## config.mk

```make
export PLATFORM = sky130hd
export DESIGN_NAME = fifo_wr_arbiter
export DESIGN_NICKNAME = d
export VERILOG_FILES = /design/src/rtl/fifo_pkg.sv /design/src/rtl/fifo_wr_arbiter_rr_pick.sv /design/src/rtl/fifo_wr_arbiter.sv
export SDC_FILE = /design/constraint.sdc
export NUM_CORES = 1
export LEC_CHECK = 0
export CORE_MARGIN = 3
export CORE_UTILIZATION = 36
export DETAILED_ROUTE_END_ITERATION = 12
export MAX_ROUTING_LAYER = met4
export PLACE_DENSITY = 0.9
export SETUP_SLACK_MARGIN = 0.5
export SLEW_MARGIN = 20
export SYNTH_ARGS = -nofsm -noshare
export SYNTH_HDL_FRONTEND = slang
export SYNTH_SLANG_ARGS = --single-unit
```

## constraint.sdc

```tcl
create_clock -name clk -period 6.2 [get_ports clk]
set_input_delay 0.62 -clock clk [delete_from_list [all_inputs] [get_ports clk]]
set_output_delay 0.62 -clock clk [all_outputs]
set_load 0.01 [all_outputs]
```

## src/rtl/fifo_pkg.sv

```systemverilog
// fifo_pkg: shared FIFO constants and write-arbiter state encoding
package fifo_pkg;
  localparam int FIFO_DATA_W = 8;
  localparam int FIFO_CNT_W = 7;
  localparam int FIFO_DEPTH = 64;
  typedef enum logic {ARB_IDLE, ARB_GRANT} arb_state_t;
endpackage

```

## src/rtl/fifo_wr_arbiter_rr_pick.sv

```systemverilog
// rr_pick: rotating priority pick; ports req, ptr in; idx (first set bit scanning from ptr upward, wrapping), found out
module rr_pick #(
  parameter int N = 4,
  parameter int W = 2
) (
  input  logic [N-1:0] req,
  input  logic [W-1:0] ptr,
  output logic [W-1:0] idx,
  output logic         found
);
  always_comb begin
    idx = '0;
    found = 1'b0;
    for (int i = N - 1; i >= 0; i--)
      if (req[(int'(ptr) + i) % N]) begin
        idx = W'((int'(ptr) + i) % N);
        found = 1'b1;
      end
  end
endmodule

```

## src/rtl/fifo_wr_arbiter.sv

```systemverilog
// fifo_wr_arbiter: round-robin burst arbiter feeding one FIFO write port; ports clk, rst, req_valid/data/last/ready, fifo_wr_en/din/full/counter, grant_valid/id, beat_cnt
module fifo_wr_arbiter
  import fifo_pkg::*;
#(
  parameter int NUM_REQ = 4,
  parameter int DATA_W = FIFO_DATA_W,
  parameter int BURST_MAX = 4,
  parameter int CNT_W = FIFO_CNT_W,
  localparam int IW = NUM_REQ > 1 ? $clog2(NUM_REQ) : 1,
  localparam int BW = $clog2(BURST_MAX + 1)
) (
  input  logic                      clk,
  input  logic                      rst,
  input  logic [NUM_REQ-1:0]        req_valid,
  input  logic [NUM_REQ*DATA_W-1:0] req_data,
  input  logic [NUM_REQ-1:0]        req_last,
  output logic [NUM_REQ-1:0]        req_ready,
  output logic                      fifo_wr_en,
  output logic [DATA_W-1:0]         fifo_din,
  input  logic                      fifo_full,
  input  logic [CNT_W-1:0]          fifo_counter,
  output logic                      grant_valid,
  output logic [IW-1:0]             grant_id,
  output logic [BW-1:0]             beat_cnt
);
  arb_state_t state, state_n;
  logic [IW-1:0] rr_ptr, pick_idx;
  logic pick_found, xfer, release_g;
  logic unused_cnt;
  assign unused_cnt = ^fifo_counter;
  rr_pick #(.N(NUM_REQ), .W(IW)) u_pick (
    .req(req_valid),
    .ptr(rr_ptr),
    .idx(pick_idx),
    .found(pick_found)
  );
  // rst masks the handshake so an abandoned burst cannot write in the reset cycle
  always_comb begin
    grant_valid = state == ARB_GRANT;
    req_ready = '0;
    if (grant_valid && !rst && !fifo_full) req_ready[grant_id] = 1'b1;
    xfer = req_valid[grant_id] && req_ready[grant_id];
    fifo_wr_en = xfer;
    fifo_din = xfer ? req_data[grant_id*DATA_W +: DATA_W] : '0;
    release_g = grant_valid && ((xfer && (req_last[grant_id] || beat_cnt == BW'(BURST_MAX - 1)))
                || !req_valid[grant_id]);
    state_n = state == ARB_IDLE ? (pick_found && !fifo_full ? ARB_GRANT : ARB_IDLE)
                                : (release_g ? ARB_IDLE : ARB_GRANT);
  end
  always_ff @(posedge clk) begin
    if (rst) begin
      state <= ARB_IDLE;
      rr_ptr <= '0;
      grant_id <= '0;
      beat_cnt <= '0;
    end else begin
      state <= state_n;
      if (state == ARB_IDLE && state_n == ARB_GRANT) grant_id <= pick_idx;
      if (release_g) begin
        beat_cnt <= '0;
        rr_ptr <= grant_id == IW'(NUM_REQ - 1) ? '0 : grant_id + 1'b1;
      end else if (xfer) beat_cnt <= beat_cnt + 1'b1;
    end
  end
endmodule

```

## Yosys cells after proc, flatten, opt, wreduce, memory -nomap -nowiden

Index checks and enable logic that the tools add are counted.

| storage, ports and cells | value |
|---|---|
| register bits | 8 |
| bits of input ports | 50 |
| output and inout port bits | 19 |
| logic and storage cells | 72 |

| cells by class | value |
|---|---|
| add/subtract/negate cells | 5 |
| order comparisons | 6 |
| equal/unequal tests | 2 |
| shifts and indexed selects | 1 |
| mux-type cells | 33 |
| bitwise gates (word level) | 4 |
| reduce and logical (&&, ||, !) cells | 17 |

Operators by type and width:

| operator | number |
|---|---|
| indexed part select 32 x 6 -> 8 bit | 1 |
| 2-to-1 mux 1 bit | 18 |
| binary-select mux 1 bit (select 2 bit) | 7 |
| < comparator 3 x 4 -> 1 bit, second input constant | 3 |
| 2-to-1 mux 2 bit | 5 |
| logical AND 1 bit | 8 |
| 2-to-1 mux 8 bit | 1 |
| OR reduction 2 bit | 4 |
| < comparator 2 x 3 -> 1 bit, second input constant | 2 |
| adder 2 x 1 -> 2 bit, second input constant | 2 |
| adder 2 bit, second input constant | 2 |
| 2-to-1 mux 4 bit | 1 |
| adder 3 x 1 -> 3 bit, second input constant | 1 |
| AND 1 bit, first input constant | 3 |
| == test 3 x 2 -> 1 bit, second input constant | 1 |
| zero test 1 bit | 3 |
| demux 1 bit (select 2 bit) | 1 |
| == test 2 bit, second input constant | 1 |
| greater-or-equal comparator 2 x 1 -> 1 bit, second input constant | 1 |
| logical OR 1 bit | 2 |
| NOT 1 bit | 1 |

## Logic depth before layout (Yosys ltp)

| logic depth | value |
|---|---|
| word-level depth | 14 |
| gate-level depth with buffers | 9 |
| gate-level depth less buffers | 6 |

## Hierarchy

Synthesis repeated with hierarchy kept, for this count alone.

| unflattened totals | value |
|---|---|
| cell total of the unflattened synthesis | 95 |
| area, all modules | 929.6 um2 |

Modules (own cells, without submodules):

| module | times used | cells an instance | area each (um2) | seq. area each (um2) |
|---|---|---|---|---|
| fifo_wr_arbiter | 1 | 82 | 852.1 | 160.2 |
| rr_pick | 1 | 13 | 77.6 | 0.0 |

## Least setup slack after synthesis

No wires, ideal clock.

| path | value |
|---|---|
| kind | reg2out |
| start | register grant_id[0] |
| end | output fifo_din[0] |
| data arrival time | 1930 ps |
| setup slack | 3650 ps |
| cell stages (with the launch flop) | 9 |
| path through | dfxtp_1 buf_6 buf_2 inv_1 ha_1 mux4_2 nand3_2 buf_6 nor2b_1 |

| between the ends | value |
|---|---|
| word-level cells in the longest chain between the ends | 9 |

RTL lines:

| item | line | source |
|---|---|---|
| from (decl) | fifo_wr_arbiter.sv:23 | `output logic [IW-1:0] grant_id,` |
| from (signal assigned) | fifo_wr_arbiter.sv:58 | `if (state == ARB_IDLE && state_n == ARB_GRANT) grant_id <= pick_idx;` |
| < comparator 2 x 3 -> 1 bit (not written as such) or greater-or-equal comparator 2 x 1 -> 1 bit (tied branches) | fifo_wr_arbiter.sv:41 | `if (grant_valid && !rst && !fifo_full) req_ready[grant_id] = 1'b1;` |
| logical AND 1 bit (not written as such) | fifo_wr_arbiter.sv:41 |  |
| 2-to-1 mux 1 bit (not written as such) | fifo_wr_arbiter.sv:41 |  |
| demux 1 bit (select 2 bit) | fifo_wr_arbiter.sv:41 |  |
| 2-to-1 mux 4 bit | fifo_wr_arbiter.sv:41 |  |
| binary-select mux 1 bit (select 2 bit) | fifo_wr_arbiter.sv:42 | `xfer = req_valid[grant_id] && req_ready[grant_id];` |
| 2-to-1 mux 1 bit (not written as such) | fifo_wr_arbiter.sv:42 |  |
| logical AND 1 bit | fifo_wr_arbiter.sv:42 |  |
| 2-to-1 mux 8 bit (*) | fifo_wr_arbiter.sv:44 | `fifo_din = xfer ? req_data[grant_id*DATA_W +: DATA_W] : '0;` |
| to (decl) | fifo_wr_arbiter.sv:19 | `output logic [DATA_W-1:0] fifo_din,` |

Every way passes the cells marked *; elsewhere a longest branch is shown, timed or not. The select of a mux whose other input is x is not followed.

## Final worst setup path

| path | value |
|---|---|
| start | register grant_id[0] |
| end | output fifo_din[3] |

The elaborated chain is that of the path after synthesis.

==> impl_results.md <==
- Reg clk slew, reported paths: 0.05 ns
- H-Tree Depth: 1
- Hold EP: rr_ptr[0]
- Mapped Cells: 84
- Largest net degree at the start of global routing: 18
- Drc violations: 0
- Max_slew headroom: 39.4%
- Data arrival, critical path: 2.97 ns
- Max-Cap Viols: 0
- Clock share of power: 23.0%
- Chip Width: 56.1 um
- Post-synth cell types: 31
- Post-synth net total: 140
- Worst reg2reg startpoint: grant_id[0]
- Post-CTS setup buffer count: 0
- Vias per cell: 5.39
- Final Cycle Share: 58.0%
- RSZ-0062 raised after global routing: false
- First-pass GRT wire length: 5000 um
- FF+latch area: 160 um2
- Leak Pwr: 0.544 nW
- Hold slack: 0.551 ns
- Drt wl/cell: 17.5 um
- Diode count: 0
- Multi-input logic area: 687 um2
- Avg Inst Size Synth: 10.7 um2
- CP Capture Type: output port
- Cell Pwr Density: 110 nW/um2
- Clock Skew: 0.00333 ns
- Worst-case clock buffer depth: 2
- Die Height: 56.1 um
- Initial DRC Count: 14
- Num CTS Buffers: 3
- Sw Ratio: 26.3%
- Clock sinks: 8
- CP Data Required Time: 5.58 ns
- Status: finished, final reports clean
- Synth Area in Adders: 8.32%
- Worst min path class: flop to flop
- 1st-pass router iterations: 4
- Yosys synthesis warning count: 0
- Post-DP HPWL: 2590 um
- Largest family of logic cells by synthesized area: multiplexers
- Initial antenna violation count: 0
- Sequential cell fraction of total power: 36.0%
- CTS tree: done
- Gr ovfl total: 0
- Fmax: 278 MHz
- Area fraction of the dominant cell type after synthesis: 27.5%
- Top-Level Pins: 69
- Clock latency at the later pin of the worst-skew pair: 0.25 ns
- Dominant synthesized flop cell: dfxtp_1
- Nets: 201
- Hold path start: rr_ptr[0]
- Critical path type: flop to output port
- Post-Synth Simple-Gate Area: 24.3%
- IO buf count: 61
- Hold buffers post-CTS: 0
- Final-report setup violation count: 0
- R2R Setup Slk: 3.71 ns
- Sequential share of the synthesized area: 17.8%
- Die footprint: 3140 um2
- Vias in the first global route: 955
- Flip-flop and latch count after synthesis: 8
- Vias: 921
- Crit start category: flop
- R2r worst-path depth: 6
- Critical path peak fanout: 17
- # resized after CTS: 0
- Area delta synth->final: 70.0%
- Final min period: 3.59 ns
- Row cnt: 17
- Combinational power share: 41.0%
- Cell taking the most area after synthesis: mux4_2
- Synth cell count leaders: mux4_2, dfxtp_1, nor2b_1, ha_1
- Fraction of synthesized area in multiplexers: 29.7%
- Fin. max-slew vios: 0
- Final core occ: 66.8%
- Post-synth EDFFs: 0
- Layout cells sized above 1: 14.7%
- Final ANT Viol Nets: 0
- Dominant cells by area after synthesis: mux4_2, dfxtp_1, ha_1
- Tot GR Track Use: 21.0%
- Xor/xnor share of the synthesized area: 0.971%
- Routed Wire Length: 2990 um
- Hold Path Depth: 2
- Placed cell area: 1510 um2
- Maximum vdd drop: 0.121 mV
- Hold Violations, Final: 0
- Core box area: 2300 um2
- Worst r2r dst: beat_cnt[1]
- Int Power: 124 uW
- Root buffer selected by CTS: clkbuf_4
- Starting density of the core: 39.3%
- Post-synthesis async set-or-reset flop share: 0%
- Post-synthesis compound-gate area fraction: 12.9%
- Routability cong.: 0.797
- Most used standard cell by instance count after synthesis: mux4_2
- Setup tns final: 0 ns
- Filler cell count: 186
- Final Cell Area: 1530 um2
- Synthesized area: 902 um2
- Worst Max-Slew Pin Slew: 0.897 ns
- Sw power: 44.2 uW
[power by group through the flow]
stage          clock (mW)  combinational, mW  sequential [mW]
2_1_floorplan           0             0.0355           0.0582
3_3_place_gp            0             0.0662           0.0613
3_5_place_dp            0             0.0690           0.0618
4_1_cts            0.0411             0.0694           0.0606
5_1_grt            0.0448             0.0742           0.0613
6_report           0.0387             0.0688           0.0605
[placed cells by master, fill, tap and decap left out, types with 2 or more instances in the layout]
cell,count
inv_1,5
and2_1,5
a21oi_1,5
nand2_1,3
dfxtp_1,8
nand4b_1,2
nor2_1,5
mux4_2,11
nand2b_1,3
nor2b_1,8
mux2i_1,2
clkdlybuf4s50_1,61
clkbuf_4,3
ha_1,6
[layout make-up]
type                    count  area share [%]
multi-input cells          66            44.8
repair buffers             61            39.8
flip-flops and latches      8            10.4
well taps                  28            2.28
clock buffers               3            1.47
inverters                   5            1.22
[worst max-delay path, stage by stage, from the launching register on]
cell	delay, ns
dfxtp_1	0.90
inv_1	0.17
ha_1	0.26
mux4_2	0.53
nand3_2	0.24
nor2b_1	0.10
clkdlybuf4s50_1	0.51
[cells by family (layout without fill, tap and decap cells)]
group | after synthesis | count (layout)
buffers and inverters | 10 | 69
adders and majority gates | 6 | 6
DFF | 8 | 8
and+or+nand+nor | 32 | 32
xor gates and xnor gates | 1 | 1
AOI/OAI and AO/OA | 14 | 14
muxes | 13 | 13
[sequential cells by signal, indices dropped and copies added (netlist names)]
signal and count:
beat_cnt 3, grant_id 2, grant_valid 1, rr_ptr 2
[through the flow]
stage          power (mW)  cells  worst slack (ns)
2_1_floorplan      0.0937     84              3.65
3_3_place_gp        0.128    168              2.80
3_5_place_dp        0.131    168              2.72
4_1_cts             0.171    171              2.54
5_1_grt             0.180    171              2.34
6_report            0.168    171              2.61
[layer usage]
layer	vias to the layer above	routed length, um	GRT usage (%)
met2	44	1660	37.9
li1	434	-	-
met1	437	1110	22.9
met4	0	51	4.41
met3	6	159	5.80
met5	-	0	-
[how the worst max path moves through the flow]
| stage | end | slack, ns | depth (start not counted) | startpoint |
|---|---|---|---|---|
| floorplan | fifo_din[0] | 3.65 | 8 | grant_id[0] |
| global placement | fifo_din[1] | 2.80 | 5 | rst |
| detailed placement | fifo_din[3] | 2.72 | 5 | rst |
| CTS | fifo_din[3] | 2.54 | 6 | grant_id[0] |
| global route | fifo_din[3] | 2.34 | 6 | grant_id[0] |
| finish | fifo_din[3] | 2.61 | 6 | grant_id[0] |
Note: power is estimated with default switching activity, not from simulation.
